==> src/rtl/velocity_stream_pkg.sv <==
// Shared types for the velocity cell streamer.
// FSM states and {vz,vy,vx} field slice positions.
package velocity_stream_pkg;

  typedef enum logic [2:0] {
    IDLE,
    RD_CNT,
    WAIT_CNT,
    STREAM,
    DRAIN,
    FIN
  } state_e;

  localparam int FIELD_W = 32;
  localparam int VX_LSB  = 0;
  localparam int VY_LSB  = 32;
  localparam int VZ_LSB  = 64;

endpackage

==> src/rtl/vel_stream_fifo.sv <==
// Synchronous FIFO buffering tagged read data for the stream output.
// Ports: push/push_data in, pop/pop_data out, count = occupancy.
module vel_stream_fifo #(
  parameter int WIDTH = 104,
  parameter int DEPTH = 4,
  parameter int CW    = $clog2(DEPTH + 1)
) (
  input  logic             clk,
  input  logic             rst_n,
  input  logic             push,
  input  logic [WIDTH-1:0] push_data,
  input  logic             pop,
  output logic [WIDTH-1:0] pop_data,
  output logic [CW-1:0]    count
);

  localparam int PW = (DEPTH > 1) ? $clog2(DEPTH) : 1;
  localparam logic [PW-1:0] LAST = PW'(DEPTH - 1);

  logic [WIDTH-1:0] mem [DEPTH];
  logic [PW-1:0]    wr_ptr_q, wr_ptr_d;
  logic [PW-1:0]    rd_ptr_q, rd_ptr_d;
  logic [CW-1:0]    count_q, count_d;

  function automatic logic [PW-1:0] bump(
    input logic [PW-1:0] p
  );
    return (p == LAST) ? '0 : p + PW'(1);
  endfunction

  always_comb begin
    wr_ptr_d = wr_ptr_q;
    rd_ptr_d = rd_ptr_q;
    count_d  = count_q;
    if (push) wr_ptr_d = bump(wr_ptr_q);
    if (pop)  rd_ptr_d = bump(rd_ptr_q);
    count_d = count_q + CW'(push) - CW'(pop);
  end

  always_ff @(posedge clk or negedge rst_n) begin
    if (!rst_n) begin
      wr_ptr_q <= '0;
      rd_ptr_q <= '0;
      count_q  <= '0;
    end else begin
      wr_ptr_q <= wr_ptr_d;
      rd_ptr_q <= rd_ptr_d;
      count_q  <= count_d;
    end
  end

  always_ff @(posedge clk) begin
    if (push) mem[wr_ptr_q] <= push_data;
  end

  assign pop_data = mem[rd_ptr_q];
  assign count    = count_q;

endmodule

==> src/rtl/velocity_cell_streamer.sv <==
// Reads a cell's particle count, streams its velocities out over
// valid/ready, and shares the RAM port with write-back traffic.
module velocity_cell_streamer #(
  parameter int DATA_WIDTH   = 96,
  parameter int PARTICLE_NUM = 220,
  parameter int ADDR_WIDTH   = 8,
  parameter int RD_LATENCY   = 1,
  parameter int FIFO_DEPTH   = 4
) (
  input  logic                  clk,
  input  logic                  rst_n,
  input  logic                  start,
  output logic                  busy,
  output logic                  done,
  output logic                  count_err,
  output logic [ADDR_WIDTH-1:0] particle_count,
  output logic [ADDR_WIDTH-1:0] mem_address,
  output logic                  mem_rden,
  output logic                  mem_wren,
  output logic [DATA_WIDTH-1:0] mem_data,
  input  logic [DATA_WIDTH-1:0] mem_q,
  output logic                  out_valid,
  input  logic                  out_ready,
  output logic [DATA_WIDTH-1:0] out_data,
  output logic [ADDR_WIDTH-1:0] out_index,
  input  logic                  wb_valid,
  input  logic [ADDR_WIDTH-1:0] wb_addr,
  input  logic [DATA_WIDTH-1:0] wb_data
);

  import velocity_stream_pkg::*;

  localparam int CW = $clog2(FIFO_DEPTH + 1);
  localparam int FW = DATA_WIDTH + ADDR_WIDTH;
  localparam logic [CW:0] DEPTH_L = (CW + 1)'(FIFO_DEPTH);
  localparam logic [ADDR_WIDTH-1:0] MAX_CNT =
    ADDR_WIDTH'(PARTICLE_NUM - 1);

  state_e                state_q, state_d;
  logic [ADDR_WIDTH-1:0] rd_addr_q, rd_addr_d;
  logic [ADDR_WIDTH-1:0] cnt_q, cnt_d;
  logic                  err_q, err_d;
  logic [CW-1:0]         inflight_q, inflight_d;
  logic [RD_LATENCY-1:0] vld_q, vld_d;
  logic [ADDR_WIDTH-1:0] tag_q [RD_LATENCY];
  logic [ADDR_WIDTH-1:0] tag_d [RD_LATENCY];

  logic                  issue;
  logic [ADDR_WIDTH-1:0] iss_addr;
  logic                  ret_valid;
  logic [ADDR_WIDTH-1:0] ret_tag;
  logic [ADDR_WIDTH-1:0] cnt_raw;
  logic                  push;
  logic                  pop;
  logic [FW-1:0]         fifo_out;
  logic [CW-1:0]         fifo_count;

  assign ret_valid = vld_q[RD_LATENCY-1];
  assign ret_tag   = tag_q[RD_LATENCY-1];
  assign cnt_raw   = mem_q[ADDR_WIDTH-1:0];
  assign out_valid = (fifo_count != '0);
  assign pop       = out_valid && out_ready;

  // Each in-flight read has a FIFO slot reserved, so pushes never
  // overflow even when the consumer stalls.
  always_comb begin
    issue = 1'b0;
    if ((state_q == RD_CNT || state_q == STREAM) && !wb_valid)
      issue = ({1'b0, fifo_count} + {1'b0, inflight_q}) < DEPTH_L;
  end

  assign iss_addr = (state_q == RD_CNT) ? '0 : rd_addr_q;
  assign push = ret_valid &&
                (state_q == STREAM || state_q == DRAIN);

  always_comb begin
    vld_d[0] = issue;
    tag_d[0] = iss_addr;
    for (int i = 1; i < RD_LATENCY; i++) begin
      vld_d[i] = vld_q[i-1];
      tag_d[i] = tag_q[i-1];
    end
  end

  always_comb begin
    state_d    = state_q;
    rd_addr_d  = rd_addr_q;
    cnt_d      = cnt_q;
    err_d      = err_q;
    inflight_d = inflight_q + CW'(issue) - CW'(ret_valid);
    unique case (state_q)
      IDLE: begin
        if (start) begin
          state_d = RD_CNT;
          err_d   = 1'b0;
        end
      end
      RD_CNT: begin
        if (issue) state_d = WAIT_CNT;
      end
      WAIT_CNT: begin
        if (ret_valid) begin
          rd_addr_d = ADDR_WIDTH'(1);
          if (cnt_raw > MAX_CNT) begin
            cnt_d = MAX_CNT;
            err_d = 1'b1;
          end else begin
            cnt_d = cnt_raw;
          end
          state_d = (cnt_raw == '0) ? FIN : STREAM;
        end
      end
      STREAM: begin
        if (issue) begin
          rd_addr_d = rd_addr_q + ADDR_WIDTH'(1);
          if (rd_addr_q == cnt_q) state_d = DRAIN;
        end
      end
      DRAIN: begin
        // Leave on the last pop so done lands the cycle after it.
        if (inflight_q == '0 &&
            (fifo_count == '0 ||
             (fifo_count == CW'(1) && pop)))
          state_d = FIN;
      end
      FIN: state_d = IDLE;
      default: state_d = IDLE;
    endcase
  end

  always_ff @(posedge clk or negedge rst_n) begin
    if (!rst_n) begin
      state_q    <= IDLE;
      rd_addr_q  <= '0;
      cnt_q      <= '0;
      err_q      <= 1'b0;
      inflight_q <= '0;
      vld_q      <= '0;
      for (int i = 0; i < RD_LATENCY; i++) tag_q[i] <= '0;
    end else begin
      state_q    <= state_d;
      rd_addr_q  <= rd_addr_d;
      cnt_q      <= cnt_d;
      err_q      <= err_d;
      inflight_q <= inflight_d;
      vld_q      <= vld_d;
      tag_q      <= tag_d;
    end
  end

  vel_stream_fifo #(
    .WIDTH(FW),
    .DEPTH(FIFO_DEPTH),
    .CW   (CW)
  ) u_fifo (
    .clk      (clk),
    .rst_n    (rst_n),
    .push     (push),
    .push_data({ret_tag, mem_q}),
    .pop      (pop),
    .pop_data (fifo_out),
    .count    (fifo_count)
  );

  always_comb begin
    mem_rden    = issue;
    mem_wren    = wb_valid;
    mem_address = '0;
    mem_data    = '0;
    unique case (1'b1)
      wb_valid: begin
        mem_address = wb_addr;
        mem_data    = wb_data;
      end
      issue:   mem_address = iss_addr;
      default: mem_address = '0;
    endcase
  end

  assign out_data  = out_valid ? fifo_out[DATA_WIDTH-1:0] : '0;
  assign out_index = out_valid ? fifo_out[FW-1:DATA_WIDTH] : '0;

  assign busy           = (state_q != IDLE);
  assign done           = (state_q == FIN);
  assign count_err      = err_q;
  assign particle_count = cnt_q;

endmodule

==> config.mk <==
export PLATFORM = sky130hd
export DESIGN_NAME = velocity_cell_streamer
export DESIGN_NICKNAME = d
export VERILOG_FILES = /design/src/rtl/velocity_stream_pkg.sv /design/src/rtl/vel_stream_fifo.sv /design/src/rtl/velocity_cell_streamer.sv
export SDC_FILE = /design/constraint.sdc
export NUM_CORES = 1
export LEC_CHECK = 0
export CAP_MARGIN = 0
export CORE_MARGIN = 5
export CORE_UTILIZATION = 54
export CTS_CLUSTER_SIZE = 30
export DETAILED_ROUTE_END_ITERATION = 7
export GPL_TIMING_DRIVEN = 0
export PLACE_DENSITY = 0.85
export SLEW_MARGIN = 20
export SYNTH_ARGS = -nofsm -noshare
export SYNTH_HDL_FRONTEND = slang
export SYNTH_SLANG_ARGS = --single-unit
==> constraint.sdc <==
create_clock -name clk -period 7.2 [get_ports clk]
set_input_delay 1.44 -clock clk [delete_from_list [all_inputs] [get_ports clk]]
set_output_delay 1.44 -clock clk [all_outputs]
set_load 0.01 [all_outputs]
==> flow_summary.json <==
{
  "drive_gt1_share_pct": 13.2,
  "synth_xor_area_share_pct": 0.715,
  "ios": 427,
  "crit_type": "input port to output pin",
  "grt_pass1_vias": 11400,
  "clkTransAtPathRegs_ps": 60,
  "syn_inst": 981,
  "switchingPower_mw": 2.47,
  "swShare_pct": 28.9,
  "cpMostUsedCell": "clkdlybuf4s50_1",
  "muxShareOfSynthArea_pct": 13.0,
  "synth-adder-area-share_pct": 1.03,
  "intPower_mw": 6.07,
  "synth_top_family_by_area": "multiplexers",
  "worst_pin_slew_ps": 851,
  "multi_input_area_um2": 4650,
  "clockPowerShare_pct": 26.2,
  "instances_no_fill": 1951,
  "setup_viol": 0,
  "synth_top_cell_area_share_pct": 68.0,
  "synth_top_area_cell": "edfxtp_1",
  "cp-start-kind": "input port",
  "cts_resized": 0,
  "rows": 67,
  "leakagePower_nw": 8.42,
  "period_share_pct": 84.3,
  "grt_use_total_pct": 24.7,
  "register_area_um2": 13500,
  "arrival_ps": 4630,
  "gp_congestion": 0.882,
  "clk_path_buf_depth": 3,
  "drtPass1Iterations": 5,
  "max_freq_mhz": 165,
  "clock_skew_ps": 16.9,
  "synth_compound_area_share_pct": 1.14,
  "post-place-cells": 1864,
  "fillers": 1978,
  "drtAntennaViolNets": 0,
  "die_area_um2": 37800,
  "maxSlewHeadroom_pct": 43.3,
  "worstSkewPairLatency_ps": 540,
  "async_flop_share_pct": 8.57,
  "drt-wirelength-per-cell_um": 24.2,
  "grt_overflow_total": 0,
  "synth_simple_gate_area_share_pct": 9.31,
  "ys_seq_area_share_pct": 73.3,
  "path_cells": "clkdlybuf4s50_1, or4_4, nor4_2, buf_2, a22o_1, clkdlybuf4s50_1",
  "io_buffer_count": 426,
  "cpPeakStageDelay_ps": 670,
  "final_cell_mix": "425 x clkdlybuf4s50_1, 416 x edfxtp_1, 200 x and2_1",
  "grt_max_degree": 48,
  "final.setup.tns_ps": 0,
  "status": "finished, final reports clean",
  "post_cts_buffers": 0,
  "synthDistinctLibCells": 42,
  "final_hold_viol_count": 0,
  "drc": 0,
  "slew_viol_final": 0,
  "p_per_area_nw_per_um2": 343,
  "cts-root-buf": "clkbuf_16",
  "netlist_area_um2": 18400,
  "worst-endpoint-required_ps": 5760,
  "die_x_um": 195,
  "synth.avg_cell_area_um2": 18.7,
  "synthTopCellsByArea": "edfxtp_1 68%, mux4_2 13%, and2_1 6.9%",
  "yosysWarnings": 0,
  "drt-total-wl_um": 47200,
  "peakVddDrop_mv": 0.278,
  "combinationalPowerShare_pct": 36.5,
  "syn_nets": 1200,
  "p_seq_share_pct": 37.2,
  "cts-hold-fix-buffers": 0,
  "dpl.hpwl_um": 32700,
  "vias_per_cell": 5.52,
  "via_count": 10800,
  "initial_core_util_pct": 54.8,
  "ctsHtreeMaxLevel": 2,
  "die_y_um": 195,
  "cts_tree": "done",
  "hold_path_class": "flop to flop",
  "antenna_found_initial": 6,
  "ys_seq_elements": 455,
  "min_period_ps": 6070,
  "synthFlopType": "edfxtp_1",
  "syn2layout_area_growth_pct": 35.4,
  "slowest_stage": "clkdlybuf4s50_1",
  "core_um2": 33500,
  "r2r_slack_ps": 4450,
  "crit_fanout": 10,
  "drt_iter0_drc": 746,
  "nets": 1683,
  "cts_inserted_buffers": 46,
  "mostFrequentLayoutCell": "clkdlybuf4s50_1",
  "end_kind": "output pin",
  "clock-sinks": 455,
  "grt_pass1_wl_um": 71200,
  "synth_edf_count": 416,
  "grt_setup_unrepaired": "no",
  "cap_violations": 0
}
## metal layers
metal	up-vias	part of all wire (%)	global-route usage [%]
met1	5462	38	32.4
met2	485	53	43.0
li1	4748	-	-
met5	-	0.070	0
met3	80	6.7	4.95
met4	4	2.7	6.25
## state kept, by name, indices dropped and copies added, names as in the netlist
register         cells
particle_count       8
count_err            1
u_fifo.wr_ptr_q      2
inflight_q           3
ret_valid            1
u_fifo.rd_ptr_q      2
u_fifo.mem         416
state_q              3
rd_addr_q            8
u_fifo.count         3
ret_tag              8
## area by class of cell
type	instances	share of cell area [%]
clock buffer	63	4.97
buffer	57	0.935
clock inverter	20	0.764
tap	448	2.25
sequential	455	54.1
multi-input combinational	457	18.7
antenna	4	0.0402
timing repair buffer	435	18.1
inverter	12	0.181
## power groups by stage
| stage | combinational, mW | sequential, mW | clock [mW] |
|---|---|---|---|
| after floorplan | 1.64 | 3.19 | 0 |
| after global placement | 3.08 | 3.23 | 0 |
| after detailed placement | 3.13 | 3.23 | 0 |
| after CTS | 3.17 | 3.18 | 2.29 |
| after global routing | 3.33 | 3.19 | 2.41 |
| final | 3.12 | 3.18 | 2.24 |
## cell families (layout without fill, tap and decap cells)
family,after synthesis,after routing
buf+inv,69,587
simple gates,287,287
other cells,0,4
fa+ha+maj,14,14
flops,455,455
compound gates,32,32
mux,109,109
xor+xnor,15,15
## critical path: cells and delay by family
kind	cells	cell delay [ps]
compound gates	1	260
buf+inv	3	1670
simple gates	2	1250
## cells in the mapped netlist, types with 5 or more instances
cell type	instances
edfxtp_1	416
and2_1	204
mux4_2	104
clkbuf_1	43
dfrtp_1	39
nand2_1	31
buf_2	12
ha_1	12
inv_1	11
nor2b_1	10
o21ai_0	10
xor2_1	10
nor2_1	9
a21oi_1	8
a22o_1	8
nand3_1	5
nor3_1	5
nor4_1	5
xnor2_1	5
## through the flow
step	power (mW)	instance area [µm²]	utilization, %	setup WS (ps)	hold slack [ps]
after floorplan	4.84	18400	-	2970	455
after global placement	6.30	23200	69.2	965	463
after detailed placement	6.36	23400	69.9	1170	486
after CTS	8.63	24900	74.2	1170	501
after global routing	8.94	24900	74.2	1020	517
final	8.54	24900	74.2	1130	495
## final timing paths
path,from,end,cells past startpoint
min,ret_tag[1],u_fifo.mem[0][97],0
max in group asynchronous,rst_n,ret_tag[6],2
max,wb_valid,mem_address[0],6
min reg2reg,ret_tag[1],u_fifo.mem[0][97],0
max reg2reg,state_q[0],u_fifo.mem[2][50],7
min in group asynchronous,rst_n,particle_count[5],1
(Power assumes the default switching activity.)
==> RTL edit (config.mk and constraints unchanged) <==
Encoding of `state_e`: now one-hot (6 bits for 6 states).
--- a/src/rtl/velocity_stream_pkg.sv
+++ b/src/rtl/velocity_stream_pkg.sv
@@ -2,13 +2,13 @@
 // FSM states and {vz,vy,vx} field slice positions.
 package velocity_stream_pkg;
 
-  typedef enum logic [2:0] {
-    IDLE,
-    RD_CNT,
-    WAIT_CNT,
-    STREAM,
-    DRAIN,
-    FIN
+  typedef enum logic [5:0] {
+    IDLE     = 6'b000001,
+    RD_CNT   = 6'b000010,
+    WAIT_CNT = 6'b000100,
+    STREAM   = 6'b001000,
+    DRAIN    = 6'b010000,
+    FIN      = 6'b100000
   } state_e;
 
   localparam int FIELD_W = 32;
Check against the original RTL: no difference found for any inputs over 4 cycles, from zero or initial values and one cycle with rst_n low; so few cycles prove little.
==> RTL edit against the original RTL <==
Sequential cell count grew 3; synthesized cell count grew 1.6%; power shrank 6.5%; sequential share of layout area is essentially flat; setup slack gained 800 ps; wire length grew 4.5%; global-route usage grew 0.81 points; design area grew 0.49%; via count grew 2.5%; clock power shrank 5%; die area grew 1.2%; area after synthesis grew 1.2%; critical endpoint is now mem_data[51]; largest power group unchanged.
==> RTL edit: results (changes against the original RTL) <==
Run status:
- Status: finished clean (unchanged).

Drt:
- The number of DRC markers in iteration 0 came to 712 (was 746).
- The vias per cell is 5.621 (was 5.525).
- The post-detailed-routing wire length is 49.36 mm (was 47.24 mm).

Worst hold path:
- The start point of the worst hold path is ret_tag[7] (was ret_tag[1]).

Pwr:
- The static leakage power is 0.008486 µW (was 0.008423 µW).
- The largest vdd supply drop came to 224.4 µV (was 278.2 µV).

Synthesis:
- The post-synth net total is 1216 (was 1200).
- Top cells by area, synth: edfxtp_1 (67%), mux4_2 (13%), and2_1 (7.1%) (was edfxtp_1 (68%), mux4_2 (13%), and2_1 (6.9%)).
- The share of the yosys chip area belonging to registers is 72.80% (was 73.27%).
- The count of unique library cells instantiated by Yosys is 49 (was 42).
- The post-synthesis async set-or-reset flop share is 9.170% (was 8.571%).
- Most common library cells after synthesis: edfxtp_1 (416), and2_1 (212), mux4_2 (104) (was edfxtp_1 (416), and2_1 (204), mux4_2 (104)).

STA:
- The worst slew margin relative to its limit was 53.96% (was 43.25%).
- The largest clock skew in the final design was 24.24 ps (was 16.90 ps).

Global route:
- The number of antenna violations at the first check in global routing is 4 (was 6).
- The largest net degree at the start of global routing is 50 (was 48).
- The via count of the first global-routing pass is 11770 (was 11420).
- The global-route wire length before repair is 73.63 mm (was 71.16 mm).
- The overall routing resource usage is 25.50% (was 24.69%).

Placement:
- The global placer's final weighted congestion is 0.9632 (was 0.8820).
- The setup slack at placement is 1873 ps (was 1171 ps).
- The total half-perimeter wirelength after legalization and detailed placement is 34.63 mm (was 32.66 mm).

Setup path:
- The launch point of the worst reg-to-reg path is state_q[1] (was state_q[0]).
- The critical path data arrival time is 3830 ps (was 4630 ps).

Clocking:
- The number of post-CTS setup repair buffers is 0 (unchanged).
- The CTS buffer count is 44 (was 46).

Final layout:
- The number of flip-flops in the largest register is 416 (unchanged).
- The largest register by flop count is u_fifo.mem (unchanged).
- The share of layout cells above drive strength 1 is 13.20% (was 13.21%).
- The number of nets at the end of the flow is 1699 (was 1683).
RTL edit: changes by cell type in the layout (fill, tap and decap cells not counted), moves of 4 or more:
cell	unedited run	this run
clkbuf_1	59	52
clkinv_2	5	1
o22a_1	0	5
o21ai_0	10	17
nor2b_1	10	3
buf_16	7	2
nand2_1	31	25
o31ai_1	0	4
buf_2	13	18
or4_1	0	5
buf_12	2	9
and2_1	200	208
inv_1	11	15
RTL edit: cell type report:
type | instances | area, µm²
clock inverter | 10 | 81.33
buffer | 55 | 235.2
tap | 455 | 569.3
multi-input combinational | 469 | 4780
fill | 2046 | 9281
clock buffer | 64 | 1239
timing repair buffer | 437 | 4494
sequential | 458 | 13540
inverter | 15 | 56.30
antenna | 3 | 7.507
RTL edit: final timing paths:
check                      slack [ps]  depth (start not counted)                  to
setup reg to reg                 4270                          7   u_fifo.mem[0][36]
max in group asynchronous        5850                          2          ret_tag[7]
hold / removal                    500                          0  u_fifo.mem[2][103]
min in group asynchronous         840                          1           ret_valid
setup / recovery                 1930                          5        mem_data[51]
hold reg to reg                   500                          0  u_fifo.mem[2][103]
RTL edit: power breakdown:
part	leakage [µW]	internal, µW	switching [µW]
combinational	0.00356	1590	1250
sequential	0.00429	2960	62.6
clock	0.000635	1220	904
total	0.00849	5770	2220
RTL edit: worst max-delay path, cell delays in order:
cell,delay [ps]
clkdlybuf4s50_1,700
clkbuf_1,460
clkbuf_1,290
and2_1,330
clkdlybuf4s50_1,610
RTL edit: metrics by stage:
step / cells / instance area, µm² / utilization, % / hold slack [ps] / power (µW)
floorplan: 997 / 18610 / - / 454.7 / 4563
global placement: 1878 / 23440 / 68.36 / 462.0 / 5897
detailed placement: 1889 / 23680 / 69.06 / 485.0 / 5932
CTS: 1963 / 25000 / 72.91 / 498.3 / 8069
global route: 1966 / 25010 / 72.93 / 515.3 / 8352
finish: 1966 / 25010 / 72.93 / 498.2 / 7983
RTL edit: logic make-up after synthesis:
family	synth area share, %
compound gates	1.930
xor+xnor	0.6591
fa+ha+maj	1.022
buf+inv	1.567
flops	72.80
mux	12.65
simple gates	9.375
RTL edit: per-layer routing:
metal	wire length [µm]	vias to the layer above	GRT usage (%)
met4	1337	2	6.930
met3	4123	78	7.264
met2	25790	483	44.72
met1	18090	5647	31.33
li1	-	4841	-
met5	15	-	0
